**src/rtl/writeback_buffer_pkg.sv**
```systemverilog
// Shared defaults for the writeback buffer: register-index width, data
// width and load-queue depth. Other blocks import this package so the
// register file and the buffer agree on widths.
package writeback_buffer_pkg;

  localparam int unsigned WB_REG_BITS_DEF  = 4;
  localparam int unsigned WB_WORD_SIZE_DEF = 16;
  localparam int unsigned WB_DEPTH_DEF     = 4;

endpackage : writeback_buffer_pkg

```
**src/rtl/writeback_buffer.sv**
```systemverilog
// Writeback buffer: merges an always-accepted ALU result stream with a
// queued load-result stream into a single register-file write port.
// The ALU result has priority. A younger ALU write kills any older queued
// load to the same register, so that stale load data never reaches the file.
module writeback_buffer
  import writeback_buffer_pkg::*;
#(
  parameter int unsigned REG_BITS  = WB_REG_BITS_DEF,
  parameter int unsigned WORD_SIZE = WB_WORD_SIZE_DEF,
  parameter int unsigned WB_DEPTH  = WB_DEPTH_DEF
) (
  input  logic                         clk,
  input  logic                         rst_n,
  input  logic                         alu_valid,
  input  logic [REG_BITS-1:0]          alu_reg,
  input  logic [WORD_SIZE-1:0]         alu_data,
  input  logic                         ld_valid,
  output logic                         ld_ready,
  input  logic [REG_BITS-1:0]          ld_reg,
  input  logic [WORD_SIZE-1:0]         ld_data,
  output logic                         write_en,
  output logic [REG_BITS-1:0]          write_reg,
  output logic [WORD_SIZE-1:0]         write_data,
  output logic [(2**REG_BITS)-1:0]     pending,
  output logic [$clog2(WB_DEPTH):0]    count
);

  localparam int unsigned PTR_W = $clog2(WB_DEPTH);
  localparam int unsigned CNT_W = PTR_W + 1;

  // Queue storage; only the live bits and pointers carry reset.
  logic [REG_BITS-1:0]  ent_reg_q  [WB_DEPTH];
  logic [WORD_SIZE-1:0] ent_data_q [WB_DEPTH];
  logic [WB_DEPTH-1:0]  live_q, live_d;
  logic [PTR_W-1:0]     head_q, head_d;
  logic [PTR_W-1:0]     tail_q, tail_d;
  logic [CNT_W-1:0]     count_q, count_d;

  logic                 write_en_q, write_en_d;
  logic [REG_BITS-1:0]  write_reg_q, write_reg_d;
  logic [WORD_SIZE-1:0] write_data_q, write_data_d;

  logic push;
  logic pop;

  // Accept depends only on registered occupancy, never on this cycle's pop.
  assign ld_ready = (count_q < CNT_W'(WB_DEPTH));
  assign push     = ld_valid && ld_ready;
  assign pop      = !alu_valid && (count_q != '0);

  assign write_en   = write_en_q;
  assign write_reg  = write_reg_q;
  assign write_data = write_data_q;
  assign count      = count_q;

  // Next-state: arbitration, parallel kill of matching entries, enqueue, pop.
  always_comb begin
    live_d       = live_q;
    head_d       = head_q;
    tail_d       = tail_q;
    count_d      = count_q;
    write_en_d   = 1'b0;
    write_reg_d  = write_reg_q;
    write_data_d = write_data_q;

    for (int i = 0; i < int'(WB_DEPTH); i++) begin
      if (alu_valid && (ent_reg_q[i] == alu_reg)) begin
        live_d[i] = 1'b0;
      end
    end

    if (alu_valid) begin
      write_en_d   = 1'b1;
      write_reg_d  = alu_reg;
      write_data_d = alu_data;
    end else if (pop) begin
      // A killed head is drained silently; the last written value is held.
      write_en_d = live_q[head_q];
      if (live_q[head_q]) begin
        write_reg_d  = ent_reg_q[head_q];
        write_data_d = ent_data_q[head_q];
      end
      live_d[head_q] = 1'b0;
      head_d         = head_q + PTR_W'(1);
    end

    if (push) begin
      // A load racing an ALU write to the same register is already stale.
      live_d[tail_q] = !(alu_valid && (alu_reg == ld_reg));
      tail_d         = tail_q + PTR_W'(1);
    end

    case ({push, pop})
      2'b10:   count_d = count_q + CNT_W'(1);
      2'b01:   count_d = count_q - CNT_W'(1);
      default: count_d = count_q;
    endcase
  end

  // Control state and registered write port, synchronous active-low reset.
  always_ff @(posedge clk) begin
    if (!rst_n) begin
      live_q       <= '0;
      head_q       <= '0;
      tail_q       <= '0;
      count_q      <= '0;
      write_en_q   <= 1'b0;
      write_reg_q  <= '0;
      write_data_q <= '0;
    end else begin
      live_q       <= live_d;
      head_q       <= head_d;
      tail_q       <= tail_d;
      count_q      <= count_d;
      write_en_q   <= write_en_d;
      write_reg_q  <= write_reg_d;
      write_data_q <= write_data_d;
    end
  end

  // Payload storage at the tail; contents are meaningless unless live.
  always_ff @(posedge clk) begin
    if (rst_n && push) begin
      ent_reg_q[tail_q]  <= ld_reg;
      ent_data_q[tail_q] <= ld_data;
    end
  end

  // Scoreboard view: one bit per register with a live load in flight.
  always_comb begin
    pending = '0;
    for (int i = 0; i < int'(WB_DEPTH); i++) begin
      if (live_q[i]) begin
        pending[ent_reg_q[i]] = 1'b1;
      end
    end
  end

endmodule : writeback_buffer

```
**config.mk**
```make
export PLATFORM = sky130hd
export DESIGN_NAME = writeback_buffer
export DESIGN_NICKNAME = d
export VERILOG_FILES = /design/src/rtl/writeback_buffer_pkg.sv /design/src/rtl/writeback_buffer.sv
export SDC_FILE = /design/constraint.sdc
export NUM_CORES = 1
export LEC_CHECK = 0
export CAP_MARGIN = 40
export CORE_ASPECT_RATIO = 1.1
export CORE_MARGIN = 2
export CORE_UTILIZATION = 42
export CTS_BUF_LIST = sky130_fd_sc_hd__clkbuf_4 sky130_fd_sc_hd__clkbuf_8
export CTS_CLUSTER_DIAMETER = 120
export DETAILED_ROUTE_END_ITERATION = 16
export PLACE_DENSITY_LB_ADDON = 0.15
export SYNTH_ARGS = -nofsm -noshare
export SYNTH_HDL_FRONTEND = slang
export SYNTH_SLANG_ARGS = --single-unit
```
**constraint.sdc**
```tcl
create_clock -name clk -period 1.9 [get_ports clk]
set_input_delay 0.38 -clock clk [delete_from_list [all_inputs] [get_ports clk]]
set_output_delay 0.38 -clock clk [all_outputs]
set_load 0.1 [all_outputs]
```
==> impl_metrics.toml, run 1 <==
[floorplanning]
core_area_um2 = 12600
die_x_um = 112
rows = 43
initial_core_util_pct = 43.0
dieArea_um2 = 13800
ios = 85
die_h_um = 123

[worst_setup_path]
timing.critical_path.buf_inv = 2
critPathSlowestCell = "edfxtp_1"
crit_path_max_fanout = 5
worstPathCellList = "nand3b_1 -> buf_4 -> o311ai_4 -> buf_12"
crit_path_start_kind = "register"
worstSetupPathType = "register to primary output"
max_stage_delay_ns = 0.45
arrival_ns = 1.92
required_ns = 1.52
endpoint_kind = "primary output"
path_delay_family = "flip-flops"

[sta]
worst_pin_slew_ns = 0.415
tns_ns = -4.78
finalSetupViolations = 16
grt_setup_unrepaired = "yes"
max_slew_margin_pct = 72.2
slew_violations = 0
fin_skew_ns = 0.00936
fmax_mhz = 436
post-route-period-util_pct = 121
timing.final.ws_setup_ns = -0.396
timing.hold.ws_ns = 0.502
finalHoldViolCount = 0
fin_crit_ns = 2.30

[pwr]
switchingPower_uw = 3200
pwr-share-clk_pct = 27.2
seq_power_share_pct = 36.0
ir_drop_mv = 0.615
swShare_pct = 36.8
leakagePower_uw = 0.00300
p_comb_share_pct = 36.8
internal_power_uw = 5490
power_uw = 8690
power_density_nw_per_um2 = 1080

[flow_run]
timing.max_cap.violations = 0

[route]
ant_nets = 0
num_vias = 4179
via_per_inst = 5.54
dr.pass1.iters = 7
first_iter_violations = 238
routed_wl_um = 14500
routedWlPerCell_um = 19.2
drc = 0

[yosys]
synth_area_leaders = "edfxtp_1 44%, dfxtp_1 13%, mux2i_1 7.6%"
ys_types = 47
synth_fp_nets = 486
netlist_area_um2 = 5420
synth_cells = 432
async_flop_share_pct = 0
synth_ff_type = "edfxtp_1"
yosys_warnings = 0
synth-edff-count = 80
synth_top_area_share_pct = 44.4
syn_avg_cell_area_um2 = 12.5
yosysSeqAreaShare_pct = 56.9
ys_ff_latch = 114
synth.largest_area_cell = "edfxtp_1"

[cells_and_area]
areaGrowthSynthToFinish_pct = 48.4
multi_input_area_um2 = 2410
antenna_cells = 0
fin_nets = 639
num-fill-cells = 975
fin_cells = 755
largest_reg_flops = 64
seqCellArea_um2 = 3100
largest_register = "ent_data_q"
drive_gt1_share_pct = 38.1

[global_route]
antenna_found_initial = 0
met1_usage_pct = 24.4
grt_busiest_layer = "met2"
gr-usage-met3_pct = 4.31
grt_pass1_wl_um = 22600
grt_max_degree = 29
use_met2_pct = 39.8
grt_pass1_vias = 4401
gr-usage-all-layers_pct = 21.5
gr-total-overflow = 0

[clock_network]
clk_pin_slew_ns = 0.08
clk_latency_ns = 0.43
cts_tree = "yes"
clock-sinks = 114
h-tree-depth = 4
cts_root_buffer = "clkbuf_8"
numCtsBuffers = 17
cts_buffer_depth = 2
hold_buffers = 0

[place]
numPlacedInstances = 700
place_ws_ns = -0.376
gp_congestion = 0.893
dp_hpwl_um = 10100
port-buffer-count = 84

[min_path]
hp-class = "register to register"

[run_status]
violations = "negative setup slack"
status = "finished with violations"
final timing paths:
check | startpoint | to | slack (ns) | depth (start not counted)
max | ent_reg_q[1][0] | pending[2] | -0.40 | 4
min reg2reg | write_data[3] | write_data[3] | 0.50 | 1
min | write_data[3] | write_data[3] | 0.50 | 1
max reg2reg | count[0] | count[2] | 0.02 | 8
per-stage QoR:
step	area [um2]	util [%]
finish	8040	63.8
global route	8040	63.8
CTS	7960	63.2
detailed placement	7240	57.5
global placement	7230	57.4
floorplan	5680	-
layout make-up:
type / count / area share, %
Tap cell: 157 / 2.44
Sequential cell: 114 / 38.5
Clock buffer: 17 / 2.91
Clock inverter: 15 / 2.27
Multi-Input combinational cell: 250 / 30.0
Timing Repair Buffer: 169 / 22.3
Inverter: 33 / 1.54
placed cells by master, fill, tap and decap left out, drive strengths merged, types with 10 or more instances in the layout:
master and count:
buf 125, nor2b 11, edfxtp 80, a22o 24
inv 36, dfxtp 34, nor2 10, nand2 17
mux2i 41, clkdlybuf4s50 43, xor2 16, clkbuf 18
nand3 10, a222oi 20
worst register-to-register path, cell delays in order, from the launching register on:
cell and delay (ns):
dfxtp_4 0.35, or3_4 0.41, nor2b_4 0.16, ha_4 0.17, inv_2 0.05, fa_2 0.18
xor2_1 0.07, or3_1 0.31, a21boi_1 0.13
power by group through the flow:
stage	combinational [uW]	clock (uW)	sequential [uW]
2_1_floorplan	1280	0	3980
3_3_place_gp	3020	0	3210
3_5_place_dp	3090	0	3210
4_1_cts	3190	2400	3130
5_1_grt	3360	2510	3160
6_report	3200	2360	3130
metal layers:
metal / vias to the layer above / routed length, um
met5: - / 0
met4: 0 / 429
met3: 31 / 779
met2: 161 / 7610
met1: 2034 / 5670
li1: 1953 / -
Yosys cell counts, types with 2 or more instances:
cell type,count
dlygate4sd1_1,4
nor2b_1,10
nand3b_1,6
a32oi_1,4
a31oi_1,2
o221ai_1,8
nor3_1,8
nand2b_1,2
nor2_1,10
a221oi_1,4
xor2_1,16
ha_1,9
a22oi_1,3
nor3b_1,5
and3_1,7
and2_1,5
o21ai_0,2
o311ai_0,4
clkbuf_1,18
buf_2,5
a222oi_1,20
inv_1,33
buf_6,5
mux2i_1,41
xnor2_1,8
edfxtp_1,80
o211ai_1,3
nand3_1,10
a21oi_1,7
or3_1,3
a22o_1,24
and3b_1,2
dfxtp_1,34
nand2_1,17
cells by family (layout without fill, tap and decap cells):
family / Yosys count / in the layout / synth area share [%]
adder cells (fa/ha/maj): 10 / 10 / 2.45
multiplexers: 42 / 42 / 7.99
XOR/XNOR: 24 / 24 / 3.88
buffers and inverters: 68 / 234 / 6.24
AND/OR/NAND/NOR: 89 / 89 / 9.20
AO/OA/AOI/OAI: 85 / 85 / 13.3
flip-flops: 114 / 114 / 56.9
timing repair:
item,in CTS,in global routing
hold endpoints to repair,0,0
setup buffers,20,3
pin swaps,8,10
endpoints found under the setup margin,17,17
resized for setup,33,15
Power figures use the tool's default switching activity.
==> run 2, diff against run 1 <==
Settings changed: CORE_MARGIN 2 to unset.
==> impl_metrics.toml, run 2 (synthesis gave the netlist of run 1 again) <==
[run_status]
status = "finished with violations"
violations = "negative setup slack"

[floorplanning]
ios = 85
core_area_um2 = 12600
die_x_um = 110
initial_core_util_pct = 43.0
dieArea_um2 = 13400
die_h_um = 121
rows = 43

[sta]
fin_crit_ns = 2.32
finalHoldViolCount = 0
timing.final.ws_setup_ns = -0.419
grt_setup_unrepaired = "yes"
finalSetupViolations = 16
fmax_mhz = 431
worst_pin_slew_ns = 0.478
tns_ns = -5.11
max_slew_margin_pct = 68.1
post-route-period-util_pct = 122
slew_violations = 0
fin_skew_ns = 0.0118

[global_route]
grt_max_degree = 41
grt_pass1_wl_um = 21800
antenna_found_initial = 0
gr-usage-all-layers_pct = 22.1
gr-total-overflow = 0
grt_pass1_vias = 4300

[clock_network]
cts_root_buffer = "clkbuf_8"
numCtsBuffers = 17
cts_tree = "yes"
clk_pin_slew_ns = 0.07
h-tree-depth = 4
clk_latency_ns = 0.42
clock-sinks = 114
cts_buffer_depth = 2

[cells_and_area]
final_cell_mix = "85 x buf_4, 80 x edfxtp_1, 43 x clkdlybuf4s50_1"
largest_register = "ent_data_q"
post-route-util_pct = 65.4
areaGrowthSynthToFinish_pct = 52.1
fin_nets = 647
drive_gt1_share_pct = 39.6
antenna_cells = 0
layout_commonest_cell = "buf_4"
fin_cells = 763
largest_reg_flops = 64

[route]
first_iter_violations = 246
drc = 0
ant_nets = 0
via_per_inst = 5.48
dr.pass1.iters = 8
routed_wl_um = 14600
num_vias = 4179
routedWlPerCell_um = 19.1

[worst_setup_path]
crit_start = "ent_reg_q[2][3]"
crit_path_max_fanout = 7
arrival_ns = 1.94
crit_path_start_kind = "register"
r2r_slack_ns = 0.02
max_stage_delay_ns = 0.56
r2r_start = "count[1]"
critPathSlowestCell = "edfxtp_1"
worstPathCellList = "buf_4 -> nor3_1 -> a21oi_2 -> o221ai_4 -> buf_12"
rr_worst_depth = 8
worstReg2RegEnd = "count[2]"
required_ns = 1.52
endpoint_kind = "primary output"
crit_end = "pending[1]"
worstSetupPathType = "register to primary output"

[pwr]
power_density_nw_per_um2 = 1040
ir_drop_mv = 0.963
leakagePower_uw = 0.00306

[place]
dp_hpwl_um = 9640
gp_congestion = 0.847
numPlacedInstances = 696
port-buffer-count = 84

[min_path]
hp-class = "register to register"
holdPathStages = 1

[flow_run]
timing.max_cap.violations = 0
==> run 2: cell types whose count changed in the layout (fill, tap and decap cells not counted), moves of 2 or more <==
cell and change:
nor2b_4 +3, buf_4 -4, buf_6 +9, clkinv_2 -2, a21oi_2 +2, nand2_2 -3, nor2b_2 -2, a21oi_1 -2
nor2_2 -2, nand2_4 +2, nand3_1 -2
==> run 2: how the worst min path moves through the flow <==
stage	startpoint	end
2_1_floorplan	ld_data[0]	ent_data_q[0][0]
3_3_place_gp	write_data[15]	write_data[15]
3_5_place_dp	write_data[1]	write_data[1]
4_1_cts	write_data[1]	write_data[1]
5_1_grt	write_data[0]	write_data[0]
6_report	write_data[1]	write_data[1]
==> run 2: per-stage QoR <==
stage	hold WS (ns)	worst slack, ns	instance area (um2)	power [uW]
after detailed placement	0.477	-0.412	7230	6280
final	0.493	-0.419	8240	8560
after global routing	0.509	-0.503	8240	8920
after global placement	0.470	-0.347	7200	6190
after CTS	0.493	-0.424	7970	8560
after floorplan	0.479	-0.719	5680	5260
==> run 2: layout make-up <==
class,instances,area [um2]
Sequential cell,114,3100
Multi-Input combinational cell,250,2500
Timing Repair Buffer,177,1930
Inverter,33,124
Clock inverter,14,154
Tap cell,157,196
Fill cell,944,4350
Clock buffer,18,241
==> run 2: where the power goes <==
part | switching, uW | leakage, uW | internal [uW]
sequential | 214 | 0.00101 | 2960
clock | 1020 | 0.000195 | 1190
combinational | 1940 | 0.00186 | 1230
total | 3170 | 0.00306 | 5380
==> run 2: what timing repair did <==
item / CTS / global route
gates resized for setup: 42 / 30
endpoints found under the setup margin: 16 / 17
pin swaps: 16 / 7
buffers inserted: 21 / 15
cloned: 0 / 0
hold buffers: 0 / 0
==> run 2: per-layer routing <==
layer  vias up  GRT usage (%)  part of all wire [%]  wire, um
li1       1967              -                     -         -
met1      2061           26.1                    40      5860
met2       125           38.0                    53      7730
met3        26           5.42                   4.3       626
met4         0           9.21                   2.5       364
met5         -              0                     0         0
==> run 2: critical path, delay by kind of cell, from the launching register on <==
| family | cells | cell delay (ns) |
|---|---|---|
| AO/OA/AOI/OAI | 2 | 0.19 |
| AND/OR/NAND/NOR | 1 | 0.34 |
| flip-flops | 1 | 0.56 |
| buffers and inverters | 2 | 0.42 |
==> RTL edit: new RTL, flow settings as in run 1 <==
Set the package constant `WB_WORD_SIZE_DEF` to 64 (it was 16).
--- a/src/rtl/writeback_buffer_pkg.sv
+++ b/src/rtl/writeback_buffer_pkg.sv
@@ -6,3 +6,3 @@
   localparam int unsigned WB_REG_BITS_DEF  = 4;
-  localparam int unsigned WB_WORD_SIZE_DEF = 16;
+  localparam int unsigned WB_WORD_SIZE_DEF = 64;
   localparam int unsigned WB_DEPTH_DEF     = 4;
Interface: changed (resized alu_data, ld_data and write_data); port bits go from 85 to 229. No check against the original RTL was run, so the function may have changed too.
==> RTL edit against run 1 <==
The flow still finishes with violations (setup timing). Design area rose by 140%. Sequential cell count rose by 240. Sequential power rose to 3.0 times the old value. Critical path type unchanged. Total power rose to 2.7 times the old value. Hold slack got worse by 130 ps. Non-clock buffer count rose by 170. Critical path depth fell by 1. Count of clock-buffer cells in the layout rose by 73. Worst setup slack got worse by 180 ps. Wire length rose to 2.5 times the old value. Clock skew rose by 20 ps. First-iteration DRC count rose to 3.2 times the old value. Area after synthesis rose to 2.6 times the old value.
==> RTL edit: results (changes against run 1) <==
INFO  metric reported_leakage_power = 7.27 nW (+140%)
INFO  metric dpl.cell_count = 1609 (+130%)
INFO  metric failing_checks = setup timing
INFO  metric post_synth_fa_ha_maj_area_fraction = 0.00932 (-0.0152)
INFO  metric multi_input_gates = 428 (+71%)
INFO  metric worst_hold_path.endpoint = count[2]
INFO  metric first_pass_grt_wire_length = 55100 um (+140%)
INFO  metric synth_area_in_xor_xnor = 0.0148 (-0.0241)
INFO  metric non_clock_inverter_count = 77 (+130%)
INFO  metric nClkBuffers = 90 (+73)
INFO  metric worstSkewPairLatency = 590 ps (+160 ps)
INFO  metric dr.pass1.iters = 10 (+3)
INFO  metric place.port_buffers = 228 (+170%)
INFO  metric syn-mean-instance-area = 15.3 sq um (+22%)
INFO  metric finalSetupViolCount = 16 (unchanged)
INFO  metric vdd.ir_drop.worst = 0.000745 V (+21%)
INFO  metric timing.hold.ws = 376 ps (-126 ps)
INFO  metric timing.critical_path.slowest_cell_delay = 510 ps (+60 ps)
INFO  metric numCtsBuffers = 56 (+39)
INFO  metric synthTopCellsByCount = sky130_fd_sc_hd__edfxtp_1, sky130_fd_sc_hd__mux2i_1, sky130_fd_sc_hd__dfxtp_1, sky130_fd_sc_hd__inv_1, sky130_fd_sc_hd__a22o_1
INFO  metric sw_frac_of_total = 0.343 (-0.0257)
INFO  metric finalClockSkew = 29.4 ps (+20.1 ps)
INFO  metric library_cell_contributing_the_largest_single_delay_on_the_critical_path = sky130_fd_sc_hd__or3b_4
INFO  metric yosys-mux-area-fraction = 0.0979 (+0.0180)
INFO  metric reg_power_frac = 0.398 (+0.038)
INFO  metric clkTransAtPathRegs = 60 ps (-20 ps)
INFO  metric timing.slew.headroom = 0.670 (-0.0518)
INFO  metric outcome = complete, but fails checks
INFO  metric routed_wire_length_per_instance = 21.3 um (+11%)
INFO  metric reg2reg_slack = 70 ps (+50 ps)
INFO  metric cts-root-to-sink-buffers = 3 (+1)
INFO  metric timing.final.ws_setup = -573 ps (-177 ps)
INFO  metric combinational_group_share_of_total_power = 0.328 (-0.040)
INFO  metric layout.clock.cell_area_share = 0.0590 (+0.00718)
INFO  metric clock_tree.htree_level_count = 2 (-2)
INFO  metric synth_compound_area_frac = 0.114 (-0.0187)
INFO  metric grt_antenna_before_repair = 1 (+1)
INFO  metric gp_congestion = 0.911 (+2.0%)
INFO  metric worst_hold_path_type = input pin to register
INFO  metric numClockSinks = 354 (+210%)
INFO  metric nNetsFinal = 1406 (+120%)
INFO  metric synth.lib_cells_used.distinct = 44 (-6.4%)
INFO  metric drive_gt1_frac = 0.285 (-0.0965)
INFO  metric holdPathStages = 5 (+4)
INFO  metric power-per-cell-area = 1210 nW/um^2 (+12%)
INFO  metric pin_count_of_the_biggest_net_entering_global_routing = 47 (+62%)
INFO  metric fraction_of_cell_area_in_non_clock_buffers = 0.182 (-0.0419)
## RTL edit: cell count changes after synthesis, sizes merged, moves of 44 or more
cell / run 1 / this run
a222oi: 20 / 68
dfxtp: 34 / 82
a22o: 24 / 72
inv: 33 / 77
edfxtp: 80 / 272
mux2i: 41 / 137
## RTL edit: how the worst max path moves through the flow
stage	startpoint	end	slack, ps	cells after the start
CTS	ent_reg_q[1][0]	pending[0]	-590	4
global route	ent_reg_q[1][0]	pending[0]	-610	4
floorplan	ent_reg_q[0][1]	pending[0]	-310	2
global placement	ld_valid	count[2]	-250	9
finish	ent_reg_q[0][1]	pending[0]	-570	3
detailed placement	ld_valid	count[2]	-270	9
## RTL edit: what timing repair did
| item | CTS | global route |
|---|---|---|
| pin swaps | 13 | 17 |
| setup buffers | 12 | 8 |
| hold endpoints to repair | 0 | 0 |
| gates cloned | 0 | 2 |
| endpoints found under the setup margin | 17 | 45 |
| resized for setup | 27 | 27 |
## RTL edit: tightest hold or removal path, cell delays in order
cell                       delay [ps]
sky130_fd_sc_hd__buf_4            100
sky130_fd_sc_hd__nor2b_4           50
sky130_fd_sc_hd__ha_4             250
sky130_fd_sc_hd__or3_1             90
sky130_fd_sc_hd__a21boi_1          50
## RTL edit: metrics by stage
| stage | power (mW) | TNS [ps] |
|---|---|---|
| global placement | 17.2 | -49850 |
| detailed placement | 17.3 | -47510 |
| floorplan | 14.9 | -913 |
| finish | 23.7 | -7590 |
| CTS | 23.8 | -7950 |
| global route | 24.7 | -8750 |
## RTL edit: per-layer routing
layer	up-vias	wire length (um)	global-route usage
li1	4336	-	-
met5	-	0	0
met4	0	532	0.0554
met2	352	18900	0.347
met1	4739	15200	0.255
met3	48	2360	0.0393
